`src/rtl/seg_pkg.sv`:
```
// Shared display constants for the 7-segment scan drivers: blank code,
// hex-to-segment table (active-low, bit 7 unused) and scan phase enum.
package seg_pkg;

    localparam logic [7:0] SEG_BLANK = 8'hFF;

    // Entry n is the active-low pattern for hex digit n; bit 7 is overwritten by dp.
    localparam logic [15:0][7:0] SEG_HEX_TABLE = {
        8'h8E, 8'h86, 8'hA1, 8'hC6, 8'h83, 8'h88, 8'h90, 8'h80,
        8'hF8, 8'h82, 8'h92, 8'h99, 8'hB0, 8'hA4, 8'hF9, 8'hC0
    };

    typedef enum logic {
        ST_BLANK = 1'b0,
        ST_SHOW  = 1'b1
    } seg_state_t;

endpackage

```
`src/rtl/seg_hex_decode.sv`:
```
// Combinational nibble + decimal-point to active-low segment decoder.
module seg_hex_decode
    import seg_pkg::*;
(
    input  logic [3:0] i_nibble,
    input  logic       i_dp,
    output logic [7:0] o_seg
);

    // Table lookup with the dp bit replacing the table's bit 7.
    always_comb begin
        o_seg = {~i_dp, SEG_HEX_TABLE[i_nibble][6:0]};
    end

endmodule

```
`src/rtl/seg_scan8.sv`:
```
// Double-buffered 8-digit multiplexed scan driver for a common-anode display.
// Optional build macro SEG_SCAN8_LEAD_ZERO_BLANK_EN blanks leading zero digits.
module seg_scan8
    import seg_pkg::*;
#(
    parameter int SCAN_DIV  = 50000,
    parameter int BLANK_CYC = 500
) (
    input  logic        clock,
    input  logic        reset,
    input  logic        load,
    input  logic [31:0] data,
    input  logic [7:0]  dp_in,
    output logic [7:0]  seg,
    output logic [7:0]  dig,
    output logic        frame_done
);

    localparam int CW = (SCAN_DIV > 1) ? $clog2(SCAN_DIV) : 1;

    logic [31:0]  r_active_word;
    logic [7:0]   r_active_dp;
    logic [31:0]  r_shadow_word;
    logic [7:0]   r_shadow_dp;
    logic         r_pending;
    logic [CW-1:0] r_cnt;
    logic [2:0]   r_idx;
    seg_state_t   r_state;

    logic          w_wrap;
    logic          w_boundary;
    logic [CW-1:0] w_cnt_nxt;
    logic [2:0]    w_idx_nxt;
    seg_state_t    w_state_nxt;
    logic [3:0]    w_nibble;
    logic          w_dp;
    logic [7:0]    w_dec_seg;
    logic          w_digit_blank;

    // Next slot position and phase; outputs are registered from these.
    always_comb begin
        w_wrap     = (r_cnt == CW'(SCAN_DIV - 1));
        w_boundary = w_wrap && (r_idx == 3'd7);
        if (w_wrap) begin
            w_cnt_nxt   = '0;
            w_idx_nxt   = r_idx + 3'd1;
            w_state_nxt = ST_BLANK;
        end else begin
            w_cnt_nxt   = r_cnt + CW'(1);
            w_idx_nxt   = r_idx;
            w_state_nxt = (r_cnt == CW'(BLANK_CYC - 1)) ? ST_SHOW : r_state;
        end
        w_nibble = r_active_word[{w_idx_nxt, 2'b00} +: 4];
        w_dp     = r_active_dp[w_idx_nxt];
    end

    seg_hex_decode u_decode (
        .i_nibble (w_nibble),
        .i_dp     (w_dp),
        .o_seg    (w_dec_seg)
    );

`ifdef SEG_SCAN8_LEAD_ZERO_BLANK_EN
    logic [7:0] w_lz_blank;
    logic       w_lz_run;

    // A digit is blank while it and everything above it is zero with no dp lit.
    always_comb begin
        w_lz_run   = 1'b1;
        w_lz_blank = 8'h00;
        for (int i = 7; i >= 1; i--) begin
            w_lz_run      = w_lz_run & (r_active_word[4*i +: 4] == 4'h0) & ~r_active_dp[i];
            w_lz_blank[i] = w_lz_run;
        end
    end

    assign w_digit_blank = w_lz_blank[w_idx_nxt];
`else
    assign w_digit_blank = 1'b0;
`endif

    // Scan FSM, frame buffers and registered display outputs.
    always_ff @(posedge clock or posedge reset) begin
        if (reset) begin
            r_active_word <= 32'h0000_0000;
            r_active_dp   <= 8'h00;
            r_shadow_word <= 32'h0000_0000;
            r_shadow_dp   <= 8'h00;
            r_pending     <= 1'b0;
            r_cnt         <= '0;
            r_idx         <= 3'd0;
            r_state       <= ST_BLANK;
            seg           <= SEG_BLANK;
            dig           <= 8'hFF;
            frame_done    <= 1'b0;
        end else begin
            r_cnt      <= w_cnt_nxt;
            r_idx      <= w_idx_nxt;
            r_state    <= w_state_nxt;
            frame_done <= w_boundary;

            if (load) begin
                r_shadow_word <= data;
                r_shadow_dp   <= dp_in;
            end else begin
                r_shadow_word <= r_shadow_word;
                r_shadow_dp   <= r_shadow_dp;
            end

            // A load on the boundary itself beats any older pending value.
            if (w_boundary) begin
                if (load) begin
                    r_active_word <= data;
                    r_active_dp   <= dp_in;
                end else if (r_pending) begin
                    r_active_word <= r_shadow_word;
                    r_active_dp   <= r_shadow_dp;
                end else begin
                    r_active_word <= r_active_word;
                    r_active_dp   <= r_active_dp;
                end
                r_pending <= 1'b0;
            end else begin
                r_pending <= r_pending | load;
            end

            case (w_state_nxt)
                ST_SHOW: begin
                    dig <= ~(8'd1 << w_idx_nxt);
                    seg <= w_digit_blank ? SEG_BLANK : w_dec_seg;
                end
                ST_BLANK: begin
                    dig <= 8'hFF;
                    seg <= SEG_BLANK;
                end
                default: begin
                    dig <= 8'hFF;
                    seg <= SEG_BLANK;
                end
            endcase
        end
    end

endmodule

```
`config.mk`:
```
export PLATFORM = sky130hd
export DESIGN_NAME = seg_scan8
export DESIGN_NICKNAME = d
export VERILOG_FILES = /design/src/rtl/seg_pkg.sv /design/src/rtl/seg_hex_decode.sv /design/src/rtl/seg_scan8.sv
export SDC_FILE = /design/constraint.sdc
export NUM_CORES = 1
export LEC_CHECK = 0
export CAP_MARGIN = 30
export CORE_ASPECT_RATIO = 0.6
export CORE_UTILIZATION = 31
export DETAILED_ROUTE_END_ITERATION = 10
export GPL_TIMING_DRIVEN = 0
export SYNTH_ARGS = -nofsm -noshare
export SYNTH_HDL_FRONTEND = slang
export SYNTH_SLANG_ARGS = --single-unit
```
`constraint.sdc`:
```
create_clock -name clock -period 4.1 [get_ports clock]
set_input_delay 0.82 -clock clock [delete_from_list [all_inputs] [get_ports clock]]
set_output_delay 0.82 -clock clock [all_outputs]
set_load 0.02 [all_outputs]
```
# After elaboration in Yosys (flattened, before gate mapping)
# Memory sizes are Yosys's and may differ from the RTL's.
# Cells that the tools add are included.
[op_classes]
n_addsub = 2
mul = 0
div = 0
n_lt_le_gt_ge = 2
n_eq_ne = 3
n_shift = 2
mux = 14
bitwise = 4
reduce_logical = 3
[ops]
columns = ["cell", "count"]
rows = [
  ["32-bit 2-to-1 mux", 2],
  ["8-bit one-hot mux with 2 select lines", 2],
  ["32-bit by 6-bit indexed part select with 4-bit output", 1],
  ["16-bit by 1-bit adder with 16-bit output, second input constant", 1],
  ["16-bit == test, second input constant", 1],
  ["16-bit by 9-bit == test with 1-bit output, second input constant", 1],
  ["16-bit 2-to-1 mux", 1],
  ["8-bit 2-to-1 mux", 2],
  ["8-bit inverter", 1],
  ["1-bit by 3-bit << shifter with 8-bit output, first input constant", 1],
  ["7-bit 2-to-1 mux", 1],
  ["4-bit by 5-bit < comparator with 1-bit output, second input constant", 1],
  ["3-bit by 4-bit < comparator with 1-bit output, second input constant", 1],
  ["1-bit 2-to-1 mux", 4],
  ["3-bit by 1-bit adder with 3-bit output, second input constant", 1],
  ["1-bit binary-select mux with 3-bit select", 1],
  ["3-bit == test, second input constant", 1],
  ["3-bit 2-to-1 mux", 1],
  ["1-bit inverter", 2],
  ["2-bit AND reduction", 1],
  ["2-bit nonzero test", 1],
  ["1-bit logical AND", 1],
  ["1-bit OR", 1],
]
[word_totals]
ff_bits = 118
latch_bits = 0
ram_bits = 0
mem_bits_ro = 128
inputBits = 43
out_inout_bits = 17
word_cells = 42
memories = 1
[memory_table]
columns = ["name", "words", "word_bits", "read_ports", "rd_clocked_by_memory_dff", "wr", "line", "rtl"]
rows = [
  ["(name not given)", 16, 8, 1, 0, 0, "seg_hex_decode.sv:12", "o_seg = {~i_dp, SEG_HEX_TABLE[i_nibble][6:0]};"],
]

# Depth between registers and ports, before layout
# Gate-level depths: netlist (run 1).
[logic_depth]
depth_word = 6
mapped_depth = 14
ltp_nobuf = 14

# By module
# From an unflattened synthesis (run 1), not the netlist that was laid out.
[unflattened]
cells_unflattened = 404
hier_area_um2 = 5293.8
[modules_own_cells]
columns = ["mod", "instances", "cells_each", "area_per_inst_um2", "seq_area_each_um2"]
rows = [
  ["seg_scan8", 1, 371, 5014.8, 2972.9],
  ["seg_hex_decode", 1, 33, 279.0, 0.0],
]

# Worst setup path before layout (run 1)
# No wires, ideal clock.
[synth_path]
kind = "register to register"
start = "reg r_cnt[11]"
end = "reg seg[3]"
setup_time_ps = 94
arrival_time_ps = 3481
required_time_ps = 4006
slack_ps = 526
path_stages_with_launch = 13
path_buffers = 1
period_less_slack_ps = 3574
path_cell_list = "dfrtp_1 > or4_4 > nor4_4 > buf_2 > mux2_2 > a221oi_1 > o21ai_0 > nand2_1 > inv_1 > ha_1 > mux2_2 > mux2i_1 > nand2_1"
[synth_via]
elab_chain_len = 6
elab_cells_between_ends = 10
cone_classes = "2 x eq/ne; 1 x shift; 5 x mux; 1 x bitwise; 1 x memory"
[synth_rtl]
columns = ["item", "line", "rtl"]
rows = [
  ["from (decl)", "seg_scan8.sv:26", "logic [CW-1:0] r_cnt;"],
  ["from (signal assigned)", "seg_scan8.sv:97", "r_cnt <= w_cnt_nxt;"],
  ["16-bit == test", "seg_scan8.sv:42", "w_wrap = (r_cnt == CW'(SCAN_DIV - 1));"],
  ["3-bit 2-to-1 mux", "seg_scan8.sv:44", "if (w_wrap) begin"],
  ["32-bit by 6-bit indexed part select with 4-bit output", "seg_scan8.sv:53", "w_nibble = r_active_word[{w_idx_nxt, 2'b00} +: 4];"],
  ["memory read 16 x 8 bit", "n/a", ""],
  ["7-bit 2-to-1 mux (implied by the code)", "seg_hex_decode.sv:12", ""],
  ["8-bit one-hot mux with 2 select lines *", "seg_scan8.sv:127", "case (w_state_nxt)"],
  ["to (signal assigned)", "seg_scan8.sv:130", "seg <= w_digit_blank ? SEG_BLANK : w_dec_seg;"],
  ["to (decl)", "seg_scan8.sv:14", "output logic [7:0] seg,"],
]
# Mark *: on every way between the ends. The rest lies on a longest branch, timed or not. The select of a mux whose other input is x is not followed.
# A chain may end at the register's enable or synchronous reset.

# Worst setup path in the final report (run 1)
[layout_path]
start = "reg r_cnt[5]"
end = "reg seg[3]"
# Same word-level chain as after synthesis.

==> impl_metrics.xml, run 1 <==
<?xml version="1.0" encoding="UTF-8"?>
<metrics>
  <group name="logic_synthesis">
    <metric name="synth.largest_area_cell" unit="">sky130_fd_sc_hd__dfrtp_1</metric>
    <metric name="async_reset_ff_share" unit="%">100</metric>
    <metric name="post_synth_instance_area" unit="mm2">0.00517</metric>
    <metric name="synth_top_area_share" unit="%">49.3</metric>
    <metric name="syn-mean-instance-area" unit="um2">13.2</metric>
    <metric name="synth-main-ff-cell" unit="">sky130_fd_sc_hd__dfrtp_1</metric>
    <metric name="netlist_top_cells_area" unit="">sky130_fd_sc_hd__dfrtp_1, sky130_fd_sc_hd__mux2_2, sky130_fd_sc_hd__dfstp_2</metric>
    <metric name="seq_area_frac_synth" unit="%">57.5</metric>
    <metric name="yosysWarnings" unit="">0</metric>
    <metric name="netlist-cell-type-count" unit="">49</metric>
    <metric name="synth.net_count" unit="">446</metric>
    <metric name="flip_flop_and_latch_count_after_synthesis" unit="">118</metric>
    <metric name="post_synth_inst_count" unit="">393</metric>
    <metric name="synth_edf_count" unit="">0</metric>
  </group>
  <group name="detailed_routing">
    <metric name="detail_route.vias_per_cell" unit="">4.63</metric>
    <metric name="firstDrtPassIters" unit="">4</metric>
    <metric name="ant_nets" unit="">0</metric>
    <metric name="drcViolationCount" unit="">0</metric>
    <metric name="detailedRoute.firstIterationViolations" unit="">160</metric>
    <metric name="vias" unit="">3313</metric>
    <metric name="average_routed_wire_per_standard_cell" unit="um">15.4</metric>
    <metric name="final_wirelength" unit="mm">11.0</metric>
  </group>
  <group name="min_path">
    <metric name="hold_path.class" unit="">reg2reg</metric>
  </group>
  <group name="timing">
    <metric name="worst_slew_margin_rel" unit="%">51.7</metric>
    <metric name="setup_ws" unit="ns">0.312</metric>
    <metric name="drv_slew" unit="">0</metric>
    <metric name="clock.fmax" unit="MHz">264</metric>
    <metric name="timing.clock.skew" unit="ns">0.0102</metric>
    <metric name="timing.final.setup_violations" unit="">0</metric>
    <metric name="finalCriticalPeriod" unit="ns">3.79</metric>
    <metric name="post-route-period-util" unit="%">92.4</metric>
    <metric name="grt_setup_unrepaired" unit="">false</metric>
    <metric name="hold_viol_final" unit="">0</metric>
    <metric name="tightest_slew" unit="ns">0.715</metric>
  </group>
  <group name="finish">
    <metric name="final_util" unit="%">41.1</metric>
    <metric name="flow.area_growth_from_synthesis" unit="%">29.2</metric>
    <metric name="layout.nets" unit="">527</metric>
    <metric name="final_layout_size_suffix_gt1_share" unit="%">29.4</metric>
    <metric name="antennaDiodeCount" unit="">0</metric>
    <metric name="fillerInstances" unit="">1481</metric>
    <metric name="multiInputGateArea" unit="mm2">0.00213</metric>
    <metric name="ff_latch_area" unit="mm2">0.00297</metric>
  </group>
  <group name="clocking">
    <metric name="cts_htree_levels" unit="">4</metric>
    <metric name="clk_latency" unit="ns">0.41</metric>
    <metric name="clock_sink_count" unit="">118</metric>
    <metric name="tritoncts_clock_tree" unit="">built</metric>
    <metric name="max_clock_buf_depth" unit="">2</metric>
    <metric name="ctsHoldBuffers" unit="">0</metric>
    <metric name="worst_setup_hold_path_clk_slew" unit="ns">0.05</metric>
    <metric name="cts_buffers" unit="">17</metric>
    <metric name="clock_tree.root_cell" unit="">sky130_fd_sc_hd__clkbuf_16</metric>
  </group>
  <group name="power">
    <metric name="ir_worst_vdd" unit="mV">0.264</metric>
    <metric name="powerDensity" unit="mW/mm2">416</metric>
    <metric name="power.static_leakage" unit="nW">2.90</metric>
  </group>
  <group name="worst_setup_path">
    <metric name="cp_slowest_cell" unit="">sky130_fd_sc_hd__or4bb_1</metric>
    <metric name="timing.critical_path.from" unit="">r_cnt[5]</metric>
    <metric name="r2r_slack" unit="ns">0.31</metric>
    <metric name="critPathMaxFanout" unit="">10</metric>
    <metric name="cp_slowest_stage_delay" unit="ns">0.61</metric>
    <metric name="critPathKind" unit="">reg2reg</metric>
    <metric name="worst_setup_path_endpoint" unit="">seg[3]</metric>
    <metric name="critical_path_end_type" unit="">flop</metric>
    <metric name="reg2reg_from" unit="">r_cnt[5]</metric>
    <metric name="critical_path_arrival" unit="ns">4.08</metric>
    <metric name="reg2reg_to" unit="">seg[3]</metric>
    <metric name="timing.critical_path.from_type" unit="">flop</metric>
    <metric name="cp.required" unit="ns">4.39</metric>
    <metric name="cell_chain_critical_path" unit="">or4bb_1 -&gt; nor4_4 -&gt; buf_2 -&gt; mux2_2 -&gt; a221oi_1 -&gt; o21ai_0 -&gt; nand2_1 -&gt; inv_1 -&gt; ha_1 -&gt; mux2_2 -&gt; mux2i_1 -&gt; nand2_1</metric>
    <metric name="worst_r2r_path_depth" unit="">12</metric>
  </group>
  <group name="global_route">
    <metric name="grt_first_pass_wirelength" unit="mm">18.3</metric>
    <metric name="grt_util_all_layers" unit="%">14.2</metric>
    <metric name="antenna_found_initial" unit="">0</metric>
    <metric name="grt_pass1_vias" unit="">3440</metric>
    <metric name="grt_overflow" unit="">0</metric>
    <metric name="grt_start_max_net_pins" unit="">73</metric>
  </group>
  <group name="place">
    <metric name="preCtsSetupSlack" unit="ns">-0.144</metric>
    <metric name="dp_hpwl" unit="mm">8.02</metric>
    <metric name="finalWeightedCongestion" unit="">0.871</metric>
    <metric name="placement.io_buffers" unit="">58</metric>
  </group>
  <group name="run">
    <metric name="cap_violations" unit="">0</metric>
  </group>
  <group name="die">
    <metric name="die_area" unit="mm2">0.0172</metric>
    <metric name="die_width" unit="um">169</metric>
    <metric name="placeableCoreArea" unit="mm2">0.0163</metric>
    <metric name="num_rows" unit="">36</metric>
    <metric name="die_y" unit="um">102</metric>
    <metric name="floorplan.io_pins" unit="">60</metric>
    <metric name="effective_utilization_at_floorplan" unit="%">31.8</metric>
  </group>
  <group name="outcome">
    <metric name="run_status" unit="">completed</metric>
  </group>
</metrics>
cells in the mapped netlist, drive strengths merged (7+ instances only):
cell type / instances
inv: 10
dfrtp: 102
nor2: 24
dfstp: 16
ha: 10
nand3: 7
xnor2: 9
mux2: 83
nand2: 24
mux2i: 20
o21ai: 9
buf: 10
registers in the layout, indices dropped and copies added, names as in the netlist:
register       count
frame_done         1
r_active_word     32
r_state            1
r_cnt             16
r_active_dp        8
r_shadow_word     32
r_idx              3
seg                8
r_pending          1
dig                8
r_shadow_dp        8
worst min path at each step:
stage	to	cells after the start	slack, ns	startpoint
global placement	r_cnt[0]	1	0.45	r_cnt[0]
CTS	r_cnt[0]	1	0.48	r_cnt[0]
global route	r_cnt[0]	1	0.50	r_cnt[0]
detailed placement	r_cnt[0]	1	0.47	r_cnt[0]
finish	r_cnt[0]	1	0.47	r_cnt[0]
floorplan	r_cnt[0]	1	0.43	r_cnt[0]
what timing repair did:
action                     4_1_cts  5_1_grt
buffers inserted                 3        0
gates resized for setup          0        4
setup endpoints to repair        5        4
pin swaps                        1        0
cells in the final DEF, fill, tap and decap left out, drive strengths merged, types with 5 or more instances in the layout:
cell | synthesis | layout
ha | 10 | 10
nand3 | 7 | 7
mux2i | 20 | 20
inv | 10 | 10
dfrtp | 102 | 102
mux2 | 83 | 83
xor2 | 5 | 5
dfstp | 16 | 16
nor3 | 6 | 6
xnor2 | 9 | 9
clkdlybuf4s50 | 0 | 58
clkinv | 0 | 5
nor2 | 24 | 24
o21ai | 9 | 9
nand2 | 24 | 24
buf | 10 | 14
clkbuf | 5 | 28
critical path, delay by kind of cell (launching register included):
| family | cells | cell delay (ns) |
|---|---|---|
| DFF | 1 | 0.41 |
| AOI/OAI and AO/OA | 2 | 0.39 |
| buffers and inverters | 2 | 0.43 |
| adders and majority gates | 1 | 0.27 |
| and+or+nand+nor | 4 | 1.33 |
| muxes | 3 | 0.83 |
power by group:
group | leakage (nW) | total, mW | internal, mW | switching [mW]
logic | 1.14 | 0.133 | 0.0740 | 0.0594
registers | 1.48 | 1.22 | 1.21 | 0.00944
clock network | 0.277 | 1.43 | 0.923 | 0.508
routing by layer:
| metal | track usage, % | share of wire, % | vias up |
|---|---|---|---|
| met1 | 20.8 | 52 | 1667 |
| met5 | 0 | 0 | - |
| met3 | 3.76 | 5.6 | 11 |
| met2 | 20.0 | 42 | 74 |
| met4 | 5.45 | 0.86 | 0 |
| li1 | - | - | 1561 |
cells by family (layout without fill, tap and decap cells):
group | after synthesis | count (layout) | synth area share, %
multiplexers | 104 | 104 | 22.4
AND/OR/NAND/NOR | 86 | 86 | 8.39
XOR/XNOR | 14 | 14 | 2.52
buffers and inverters | 25 | 119 | 1.86
flip-flops | 118 | 118 | 57.5
adder cells (fa/ha/maj) | 10 | 10 | 2.42
AO/OA/AOI/OAI | 36 | 36 | 4.96
through the flow:
step	cells	instance area [um2]	power (mW)	hold WS, ns	TNS, ns
2_1_floorplan	393	5170	1.30	0.433	0
3_3_place_gp	679	6040	1.36	0.454	-143.68
3_5_place_dp	680	6070	1.37	0.469	-0.490
4_1_cts	715	6660	2.82	0.476	0
5_1_grt	715	6690	2.89	0.502	0
6_report	715	6690	2.78	0.468	0
area by class of cell:
class / instances / area share (%)
Tap cell: 228 / 4.27
Sequential cell: 118 / 44.5
Multi-Input combinational cell: 250 / 31.8
Clock buffer: 23 / 7.00
Buffer: 15 / 0.880
Timing Repair Buffer: 62 / 9.43
Inverter: 10 / 0.599
Clock inverter: 9 / 1.55
Note: power is estimated with default switching activity, not from simulation.
==> run 2: changes to the inputs <==
--- a/config.mk
+++ b/config.mk
@@ -10,6 +10,7 @@
 export CORE_UTILIZATION = 31
 export DETAILED_ROUTE_END_ITERATION = 10
 export GPL_TIMING_DRIVEN = 0
+export HOLD_SLACK_MARGIN = 0.05
 export SYNTH_ARGS = -nofsm -noshare
 export SYNTH_HDL_FRONTEND = slang
 export SYNTH_SLANG_ARGS = --single-unit
==> results of run 2 <==
Final layout, timing and power as in run 1 (identical DEF).
